**src/rtl/mdu_ctrl.sv**
```systemverilog
// mdu_ctrl: iterative multiply/divide sequencer for EX; owns architectural HI/LO.
// Latency: DIV/DIVU stall 33 cycles, then DONE; MULT/MULTU stall 33 cycles (2 with MDU_FAST_MUL_EN).
// Backpressure: raises div_mul_stall while busy; DONE waits for pipe_hold release before committing.
//
// Ports:
//   clk, rst            - clock (rising edge), asynchronous active-high reset
//   ex_valid, ex_op     - EX instruction valid and MDU opcode (0 none, 1 MULT, 2 MULTU,
//                         3 DIV, 4 DIVU, 5 MTHI, 6 MTLO, 7 none)
//   ex_rs_val, ex_rt_val- rs / rt operands
//   pipe_hold           - EX held by another stall source
//   flush               - kills the EX instruction this cycle
//   div_mul_stall       - holds IF..EX while an operation is outstanding
//   hi, lo              - architectural HI/LO
//   busy                - FSM not idle
//
// Build option: define MDU_FAST_MUL_EN for a single-cycle multiply; otherwise the
// multiply is a 32-step shift-add sharing the divider's iteration counter.

module mdu_ctrl (
    input  logic        clk,
    input  logic        rst,
    input  logic        ex_valid,
    input  logic [2:0]  ex_op,
    input  logic [31:0] ex_rs_val,
    input  logic [31:0] ex_rt_val,
    input  logic        pipe_hold,
    input  logic        flush,
    output logic        div_mul_stall,
    output logic [31:0] hi,
    output logic [31:0] lo,
    output logic        busy
);

    localparam logic [2:0] OP_MULT  = 3'd1;
    localparam logic [2:0] OP_MULTU = 3'd2;
    localparam logic [2:0] OP_DIV   = 3'd3;
    localparam logic [2:0] OP_DIVU  = 3'd4;
    localparam logic [2:0] OP_MTHI  = 3'd5;
    localparam logic [2:0] OP_MTLO  = 3'd6;

    typedef enum logic [1:0] {
        ST_IDLE = 2'd0,
        ST_BUSY = 2'd1,
        ST_DONE = 2'd2
    } state_t;

    state_t      state;
    state_t      state_nxt;

    // Latched operation context; decouples the iteration from whatever EX does next.
    logic        op_div;
    logic        sign_q;
    logic        sign_r;
    logic [31:0] mag_a;
    logic [31:0] mag_b;
    logic [63:0] acc;
    logic [4:0]  cnt;
    logic [31:0] res_hi;
    logic [31:0] res_lo;

    // ------------------------------------------------------------------
    // Decode of the EX instruction
    // ------------------------------------------------------------------
    logic        is_md_op;
    logic        is_signed_op;
    logic        is_div_op;
    logic        start_req;
    logic        mt_wr;
    logic        a_neg;
    logic        b_neg;
    logic [31:0] mag_a_in;
    logic [31:0] mag_b_in;

    assign is_md_op     = (ex_op == OP_MULT) || (ex_op == OP_MULTU) ||
                          (ex_op == OP_DIV)  || (ex_op == OP_DIVU);
    assign is_signed_op = (ex_op == OP_MULT) || (ex_op == OP_DIV);
    assign is_div_op    = (ex_op == OP_DIV)  || (ex_op == OP_DIVU);
    assign start_req    = ex_valid && is_md_op && !flush;

    // MTHI/MTLO only while idle and only when the instruction really moves on.
    assign mt_wr        = (state == ST_IDLE) && ex_valid && !pipe_hold && !flush &&
                          ((ex_op == OP_MTHI) || (ex_op == OP_MTLO));

    assign a_neg        = is_signed_op && ex_rs_val[31];
    assign b_neg        = is_signed_op && ex_rt_val[31];
    assign mag_a_in     = a_neg ? (32'd0 - ex_rs_val) : ex_rs_val;
    assign mag_b_in     = b_neg ? (32'd0 - ex_rt_val) : ex_rt_val;

    // ------------------------------------------------------------------
    // One iteration of the datapath
    // ------------------------------------------------------------------
    // Restoring divide step on acc = {rem, quot}: shift left, trial-subtract the
    // divisor from the 33-bit partial remainder, keep it if no borrow.
    logic [32:0] div_partial;
    logic [33:0] div_diff;
    logic        div_ok;
    logic [63:0] div_next;

    assign div_partial = acc[63:31];
    assign div_diff    = {1'b0, div_partial} - {2'b00, mag_b};
    assign div_ok      = !div_diff[33];
    assign div_next    = {(div_ok ? div_diff[31:0] : div_partial[31:0]), acc[30:0], div_ok};

    logic [63:0] step_next;
    logic        last_iter;

`ifdef MDU_FAST_MUL_EN
    logic [63:0] fast_prod;

    assign fast_prod = {32'd0, mag_a} * {32'd0, mag_b};
    assign step_next = op_div ? div_next : fast_prod;
    assign last_iter = op_div ? (cnt == 5'd31) : 1'b1;
`else
    // Shift-add multiply on acc = {partial product, multiplier}: add the
    // multiplicand when the multiplier LSB is set, then shift right with carry.
    logic [32:0] mul_sum;
    logic [63:0] mul_next;

    assign mul_sum   = {1'b0, acc[63:32]} + (acc[0] ? {1'b0, mag_a} : 33'd0);
    assign mul_next  = {mul_sum, acc[31:1]};
    assign step_next = op_div ? div_next : mul_next;
    assign last_iter = (cnt == 5'd31);
`endif

    // Sign correction on the final raw magnitude result.
    logic [31:0] quot_fix;
    logic [31:0] rem_fix;
    logic [63:0] prod_fix;

    assign quot_fix = sign_q ? (32'd0 - step_next[31:0])  : step_next[31:0];
    assign rem_fix  = sign_r ? (32'd0 - step_next[63:32]) : step_next[63:32];
    assign prod_fix = sign_q ? (64'd0 - step_next)        : step_next;

    // ------------------------------------------------------------------
    // FSM: state register
    // ------------------------------------------------------------------
    always_ff @(posedge clk or posedge rst) begin
        if (rst) begin
            state <= ST_IDLE;
        end else begin
            state <= state_nxt;
        end
    end

    // ------------------------------------------------------------------
    // FSM: next state
    // ------------------------------------------------------------------
    always_comb begin
        state_nxt = state;
        case (state)
            ST_IDLE: begin
                if (start_req) begin
                    state_nxt = ST_BUSY;
                end
            end
            ST_BUSY: begin
                if (flush) begin
                    state_nxt = ST_IDLE;
                end else if (last_iter) begin
                    state_nxt = ST_DONE;
                end
            end
            ST_DONE: begin
                // The instruction leaves EX either by flush (discard) or by
                // advancing once no other stall source holds it (commit).
                if (flush || !pipe_hold) begin
                    state_nxt = ST_IDLE;
                end
            end
            default: begin
                state_nxt = ST_IDLE;
            end
        endcase
    end

    // ------------------------------------------------------------------
    // FSM: outputs
    // ------------------------------------------------------------------
    always_comb begin
        div_mul_stall = 1'b0;
        busy          = 1'b0;
        case (state)
            ST_IDLE: begin
                div_mul_stall = start_req;
            end
            ST_BUSY: begin
                div_mul_stall = 1'b1;
                busy          = 1'b1;
            end
            ST_DONE: begin
                busy          = 1'b1;
            end
            default: begin
                div_mul_stall = 1'b0;
                busy          = 1'b0;
            end
        endcase
    end

    // ------------------------------------------------------------------
    // Operand latch and iteration datapath
    // ------------------------------------------------------------------
    always_ff @(posedge clk or posedge rst) begin
        if (rst) begin
            op_div <= 1'b0;
            sign_q <= 1'b0;
            sign_r <= 1'b0;
            mag_a  <= 32'd0;
            mag_b  <= 32'd0;
            acc    <= 64'd0;
            cnt    <= 5'd0;
            res_hi <= 32'd0;
            res_lo <= 32'd0;
        end else begin
            case (state)
                ST_IDLE: begin
                    if (start_req) begin
                        op_div <= is_div_op;
                        sign_q <= a_neg ^ b_neg;
                        sign_r <= a_neg;
                        mag_a  <= mag_a_in;
                        mag_b  <= mag_b_in;
                        // Divider shifts the dividend out of the low half;
                        // the multiplier shifts the multiplier out of it.
                        acc    <= is_div_op ? {32'd0, mag_a_in} : {32'd0, mag_b_in};
                        cnt    <= 5'd0;
                    end
                end
                ST_BUSY: begin
                    if (!flush) begin
                        acc <= step_next;
                        cnt <= cnt + 5'd1;
                        if (last_iter) begin
                            if (op_div) begin
                                res_hi <= rem_fix;
                                res_lo <= quot_fix;
                            end else begin
                                res_hi <= prod_fix[63:32];
                                res_lo <= prod_fix[31:0];
                            end
                        end
                    end
                end
                default: begin
                end
            endcase
        end
    end

    // ------------------------------------------------------------------
    // Architectural HI/LO
    // ------------------------------------------------------------------
    always_ff @(posedge clk or posedge rst) begin
        if (rst) begin
            hi <= 32'd0;
            lo <= 32'd0;
        end else if (mt_wr) begin
            if (ex_op == OP_MTHI) begin
                hi <= ex_rs_val;
            end else begin
                lo <= ex_rs_val;
            end
        end else if ((state == ST_DONE) && !flush && !pipe_hold) begin
            hi <= res_hi;
            lo <= res_lo;
        end
    end

endmodule

```
**config.mk**
```make
export PLATFORM = sky130hd
export DESIGN_NAME = mdu_ctrl
export DESIGN_NICKNAME = d
export VERILOG_FILES = /design/src/rtl/mdu_ctrl.sv
export SDC_FILE = /design/constraint.sdc
export NUM_CORES = 1
export LEC_CHECK = 0
export CORE_AREA = 4 4 192 194
export CTS_CLUSTER_DIAMETER = 50
export DETAILED_ROUTE_END_ITERATION = 7
export DIE_AREA = 0 0 196 198
export PLACE_DENSITY = 0.73
export SYNTH_ARGS = -nofsm -noshare
export SYNTH_HDL_FRONTEND = slang
export SYNTH_SLANG_ARGS = --single-unit
```
**constraint.sdc**
```tcl
create_clock -name clk -period 12.75 [get_ports clk]
set_input_delay 2.55 -clock clk [delete_from_list [all_inputs] [get_ports clk]]
set_output_delay 2.55 -clock clk [all_outputs]
set_load 0.05 [all_outputs]
```
==> impl_metrics.toml, run 1 <==
[run_status]
status = "completed"

[critical_path]
setup.worst_path.start_class = "input port"
startpoint = "ex_op[1]"
path_cells = "clkdlybuf4s50_1, nor2_1, xnor2_1, nand2_4, nand2b_1, clkdlybuf4s50_1"
rrSetupSlack_ns = 6.35
max_stage_delay_ns = 0.80
crit_path_max_fanout = 8
worstPathRequired_ns = 10.20
r2r_cells = 15
worstPathArrival_ns = 4.63
r2r-start = "acc[0]"
path_common_cell = "clkdlybuf4s50_1"
worstSetupEndpoint = "div_mul_stall"
r2r-end = "res_hi[31]"
cp-end-kind = "output port"
cpMaxStageDelayCell = "clkdlybuf4s50_1"
path_class = "in2out"

[grt]
antenna_found_initial = 0
grt_first_pass_wirelength_mm = 103
grt_max_degree = 160
grt_overflow = 0
grt_pass1_vias = 17400
track_usage = 0.341

[synthesis]
synth_area_leaders = "dfrtp_1 (35%), a21oi_1 (6.4%), o21ai_0 (5.9%)"
yosys_most_used_dff = "dfrtp_1"
synth-simple-area-share = 0.201
syn_avg_cell_area_sq_um = 8.11
synth_top_family_by_area = "compound AO/OA/AOI/OAI gates"
ys_ff_latch = 266
synthCells = 2366
synth_edf_count = 0
yosys.area.top_type_share = 0.347
synth_xor_area_frac = 0.0717
synth_cell_types = 81
yosysTopAreaCell = "dfrtp_1"
synth_fp_nets = 2513
synth_compound_area_frac = 0.216
synth_mux_area_frac = 0.0697
synth_fa_ha_area_frac = 0.0497
syn_area_sq_um = 19200
yosysWarnings = 0
synthArstFlopShare = 1.00
synth_seq_area_share = 0.347

[floorplan]
chipHeight_um = 198
die_area_sq_um = 38800
initial_utilization = 0.545
design.core.area_sq_um = 35200
rows = 69
die_w_um = 196
design.portCount = 138

[place]
dpl.hpwl_mm = 51.5
dpl-instance-area_sq_um = 20800
gp_congestion = 1.00
io_buffers = 137

[timing]
finClkSkew_ns = 0.0204
slew_viol_final = 0
rsz0062_at_grt = "no"
finalCriticalPeriod_ns = 7.18
tns_ns = 0
setup_viol = 0
slew-limit-headroom = 0.0752
hold_viol_final = 0
fin_crit_sh = 0.563
fmax_mhz = 139
worst_pin_slew_ns = 1.39

[final_layout]
mostFrequentLayoutCells = "dfrtp_1 (265), nand2_1 (261), a21oi_1 (243)"
antennaDiodeCount = 0
syn2layout_area_growth_pct = 15.1
final_common_cell = "dfrtp_1"
nNetsFinal = 2570
final_area_sq_um = 22100
layout-drive-gt1-share = 0.0604
n_fill_cell = 3115

[cts]
cts_resized = 0
cts.clk_slew.worst_paths_ns = 0.05
htree_levels = 2
cts_tree = "yes"
clk_path_buf_depth = 3
holdBufCountCts = 0
cts-root-buf = "clkbuf_16"
clock_latency_ns = 0.54
cts_num_sinks = 266
cts_setup_buffers = 0
numCtsBuffers = 38

[power]
p_per_area_nw_per_um2 = 297
p_leak_uw = 0.00938
peakVddDrop_uv = 228

[route]
drt_pass1_iterations = 6
vias_per_cell = 6.34
drt-initial-drc-count = 1719
drt.antenna.violating_nets = 0
wire_per_inst_um = 23.3
post-route-drc-count = 0
drt-total-wl_mm = 67.8
vias = 18500

[job]
cap_violations = 0

[hold_path]
hold_depth = 2
hold_class = "reg2reg"
hold_path.startpoint = "mag_b[24]"
==> state kept, by name (all words and copies together), names as in the netlist, 5 cells and up <==
| signal | count |
|---|---|
| acc | 64 |
| hi | 32 |
| lo | 32 |
| mag_a | 32 |
| mag_b | 32 |
| res_hi | 32 |
| res_lo | 32 |
| cnt | 5 |
==> where the power goes <==
part	total, uW	internal, uW	switching, uW
clock	1080	663	422
combinational	4040	1380	2660
sequential	1430	1140	290
total	6550	3190	3370
==> synth_stat cells (8+ instances only) <==
| library cell | count |
|---|---|
| a21o_1 | 21 |
| ha_1 | 73 |
| mux2_2 | 21 |
| clkbuf_1 | 116 |
| o21ai_0 | 225 |
| buf_2 | 12 |
| o21a_1 | 11 |
| o31ai_1 | 18 |
| o22ai_1 | 9 |
| o21bai_1 | 9 |
| nand4_1 | 25 |
| nor3_1 | 44 |
| a211o_1 | 8 |
| xnor2_1 | 105 |
| inv_1 | 80 |
| nor3b_1 | 12 |
| a31oi_1 | 26 |
| mux2i_1 | 110 |
| buf_1 | 10 |
| a21oi_1 | 244 |
| dfrtp_1 | 266 |
| nand2_1 | 263 |
| xor2_1 | 52 |
| a211oi_1 | 12 |
| o211ai_1 | 19 |
| and2_1 | 51 |
| o21ai_1 | 10 |
| or3_1 | 12 |
| or4_1 | 9 |
| nor2_1 | 238 |
| and3_1 | 21 |
| nor4_1 | 21 |
| nor2b_1 | 13 |
| nand3_1 | 67 |
| or2_2 | 8 |
| nand2b_1 | 15 |
==> worst min-delay path by stage <==
stage                endpoint
floorplan           mag_a[22]
global placement    mag_a[31]
detailed placement  mag_a[11]
CTS                 mag_a[11]
global route        mag_a[11]
finish              mag_b[24]
==> cell families after synthesis <==
logic type	count (synthesis)
AND/OR/NAND/NOR	822
adder cells (fa/ha/maj)	75
buffers and inverters	222
multiplexers	131
flip-flops	266
XOR/XNOR	157
AO/OA/AOI/OAI	693
==> per-stage QoR <==
step | cells | setup slack, ns | utilization | hold WS (ns) | power (uW)
after detailed placement | 2844 | 5.58 | 0.590 | 0.465 | 5390
after floorplan | 2366 | 2.87 | - | 0.442 | 4110
after CTS | 2912 | 5.57 | 0.627 | 0.478 | 6490
after global routing | 2912 | 5.49 | 0.627 | 0.489 | 6920
after global placement | 2844 | 5.58 | 0.590 | 0.453 | 5320
final | 2912 | 5.57 | 0.627 | 0.479 | 6550
==> routing by layer <==
metal  vias to the layer above  wire length (um)  global-route usage
met5                         -                 0                   0
met4                         0              4310               0.184
met3                       199              4870              0.0471
met2                       822             30800               0.538
met1                      8894             27800               0.457
li1                       8542                 -                   -
==> cell type report <==
class / count / area, sq um / share of cell area
flip-flops and latches: 266 / 6660 / 0.302
inverters: 80 / 308 / 0.0139
clock buffers: 50 / 1080 / 0.0488
clock inverters: 18 / 208 / 0.00941
multi-input cells: 1878 / 11700 / 0.530
repair buffers: 159 / 1550 / 0.0701
well taps: 461 / 577 / 0.0261
==> critical path: cells and delay by family <==
kind                   cells  cell delay (ns)
AND/OR/NAND/NOR            3             0.30
buffers and inverters      2             1.48
XOR/XNOR                   1             0.30
(Power assumes the default switching activity.)
==> inputs of run 2 (changes only) <==
clock period = 7.5 ns   (was 12.75 ns; I/O delays follow)
==> run 2 against run 1 <==
Against the previous run: power rose by 73%; final cell count is essentially flat; count of clock-buffer cells in the layout down 2; sequential power is 69% higher; sequential share of layout area shrank 0.055 points; sequential cell count unchanged; worst setup slack got worse by 4.1 ns; final area increased by 0.18%; clock power up 73%; largest power group unchanged.
==> impl_metrics.toml, run 2 (synthesized netlist as in run 1, its figures left out) <==
[final_layout]
mostFrequentLayoutCells = "dfrtp_1 (265), nand2_1 (261), a21oi_1 (243)"
largest_register_ffs = 64
syn2layout_area_growth_pct = 15.3
regMostFlops = "acc"
final_common_cell = "dfrtp_1"
layout-drive-gt1-share = 0.0616
nNetsFinal = 2573

[grt]
grt_overflow = 0
antenna_found_initial = 0
track_usage = 0.360
grt_first_pass_wirelength_mm = 107
grt_pass1_vias = 17800
grt_max_degree = 157

[critical_path]
rrSetupSlack_ns = 1.47
worstSetupEndpoint = "res_hi[16]"
r2r-start = "acc[39]"
setup.worst_path.start_class = "register"
startpoint = "acc[39]"
worstPathArrival_ns = 6.47
worstPathRequired_ns = 7.94
r2r-end = "res_hi[16]"
cp-end-kind = "register"
path_class = "reg2reg"
crit_path_max_fanout = 8
r2r_cells = 19

[route]
drt.antenna.violating_nets = 0
vias = 18600
vias_per_cell = 6.39
drt-total-wl_mm = 71.4
drt_pass1_iterations = 6
wire_per_inst_um = 24.5
drt-initial-drc-count = 1927
post-route-drc-count = 0

[timing]
fmax_mhz = 166
rsz0062_at_grt = "no"
finClkSkew_ns = 0.0305
slew-limit-headroom = 0.247
worst_pin_slew_ns = 1.12
finalCriticalPeriod_ns = 6.03
fin_crit_sh = 0.804
slew_viol_final = 0
hold_viol_final = 0
setup_viol = 0
tns_ns = 0

[floorplan]
die_w_um = 196
chipHeight_um = 198
rows = 69
design.core.area_sq_um = 35200
initial_utilization = 0.545
die_area_sq_um = 38800
design.portCount = 138

[cts]
htree_levels = 2
cts_tree = "yes"
cts_num_sinks = 266
holdBufCountCts = 0
cts.clk_slew.worst_paths_ns = 0.06
clk_path_buf_depth = 3
clock_latency_ns = 0.57
cts-root-buf = "clkbuf_16"
numCtsBuffers = 37
cts_resized = 0
cts_setup_buffers = 0

[run_status]
status = "completed"

[place]
dpl.hpwl_mm = 54.8
gp_congestion = 1.02
io_buffers = 137

[power]
p_leak_uw = 0.00940
peakVddDrop_uv = 435
p_per_area_nw_per_um2 = 511
power.total_uw = 11300

[job]
cap_violations = 0

[hold_path]
hold_class = "reg2reg"
## run 2: critical path: stages (launching register included)
cell and delay, ns:
dfrtp_1 0.42, ha_1 0.38, a21oi_1 0.27, o21ai_1 0.21, a221o_1 0.45, o21ai_4 0.38
a31oi_1 0.25, inv_1 0.19, ha_1 0.20, o211ai_1 0.14, or3_1 0.45, nor4_1 0.49
nand4_1 0.19, nand2b_1 0.20, or2_2 0.31, o21ai_0 0.68, o21ai_1 0.29, nor2_1 0.20
xnor2_1 0.14, o21ai_1 0.07
## run 2: worst min path at each step
stage                     startpoint         to  slack, ns  depth (start not counted)
final                      mag_b[12]  mag_b[12]       0.48                          2
after global routing       mag_b[16]  mag_b[16]       0.50                          2
after CTS                  mag_b[16]  mag_b[16]       0.48                          2
after detailed placement   mag_a[29]  mag_a[29]       0.47                          2
after global placement     mag_a[27]  mag_a[27]       0.46                          2
after floorplan            mag_a[22]  mag_a[22]       0.44                          2
## run 2: report_power, final
group	total [uW]	leakage [uW]	internal [uW]	switching (uW)
clock network	1870	0.000635	1150	721
logic	7030	0.00540	2350	4680
registers	2420	0.00336	1940	474
## run 2: metal layers
layer  track usage  part of all wire  up-vias
met5             0                 0        -
met3        0.0682             0.080      193
li1              -                 -     8552
met4         0.165             0.052        0
met1         0.477              0.41     9020
met2         0.574              0.46      867
## run 2: final cells by class
type / count / area, sq um
Timing Repair Buffer: 163 / 1580
Clock inverter: 17 / 238
Clock buffer: 48 / 1060
Inverter: 80 / 304
Antenna cell: 1 / 2.50
Multi-Input combinational cell: 1878 / 11700
Fill cell: 3086 / 13100
Sequential cell: 266 / 6660
Tap cell: 461 / 577
## run 2: stage by stage
step	area [sq um]	instances	hold slack, ns	worst slack (ns)	util
finish	22100	2914	0.477	1.47	0.628
floorplan	19200	2366	0.442	2.49	-
global placement	20800	2848	0.458	1.78	0.591
detailed placement	20800	2848	0.466	1.58	0.591
global route	22100	2913	0.499	0.922	0.628
CTS	22100	2913	0.481	1.57	0.628
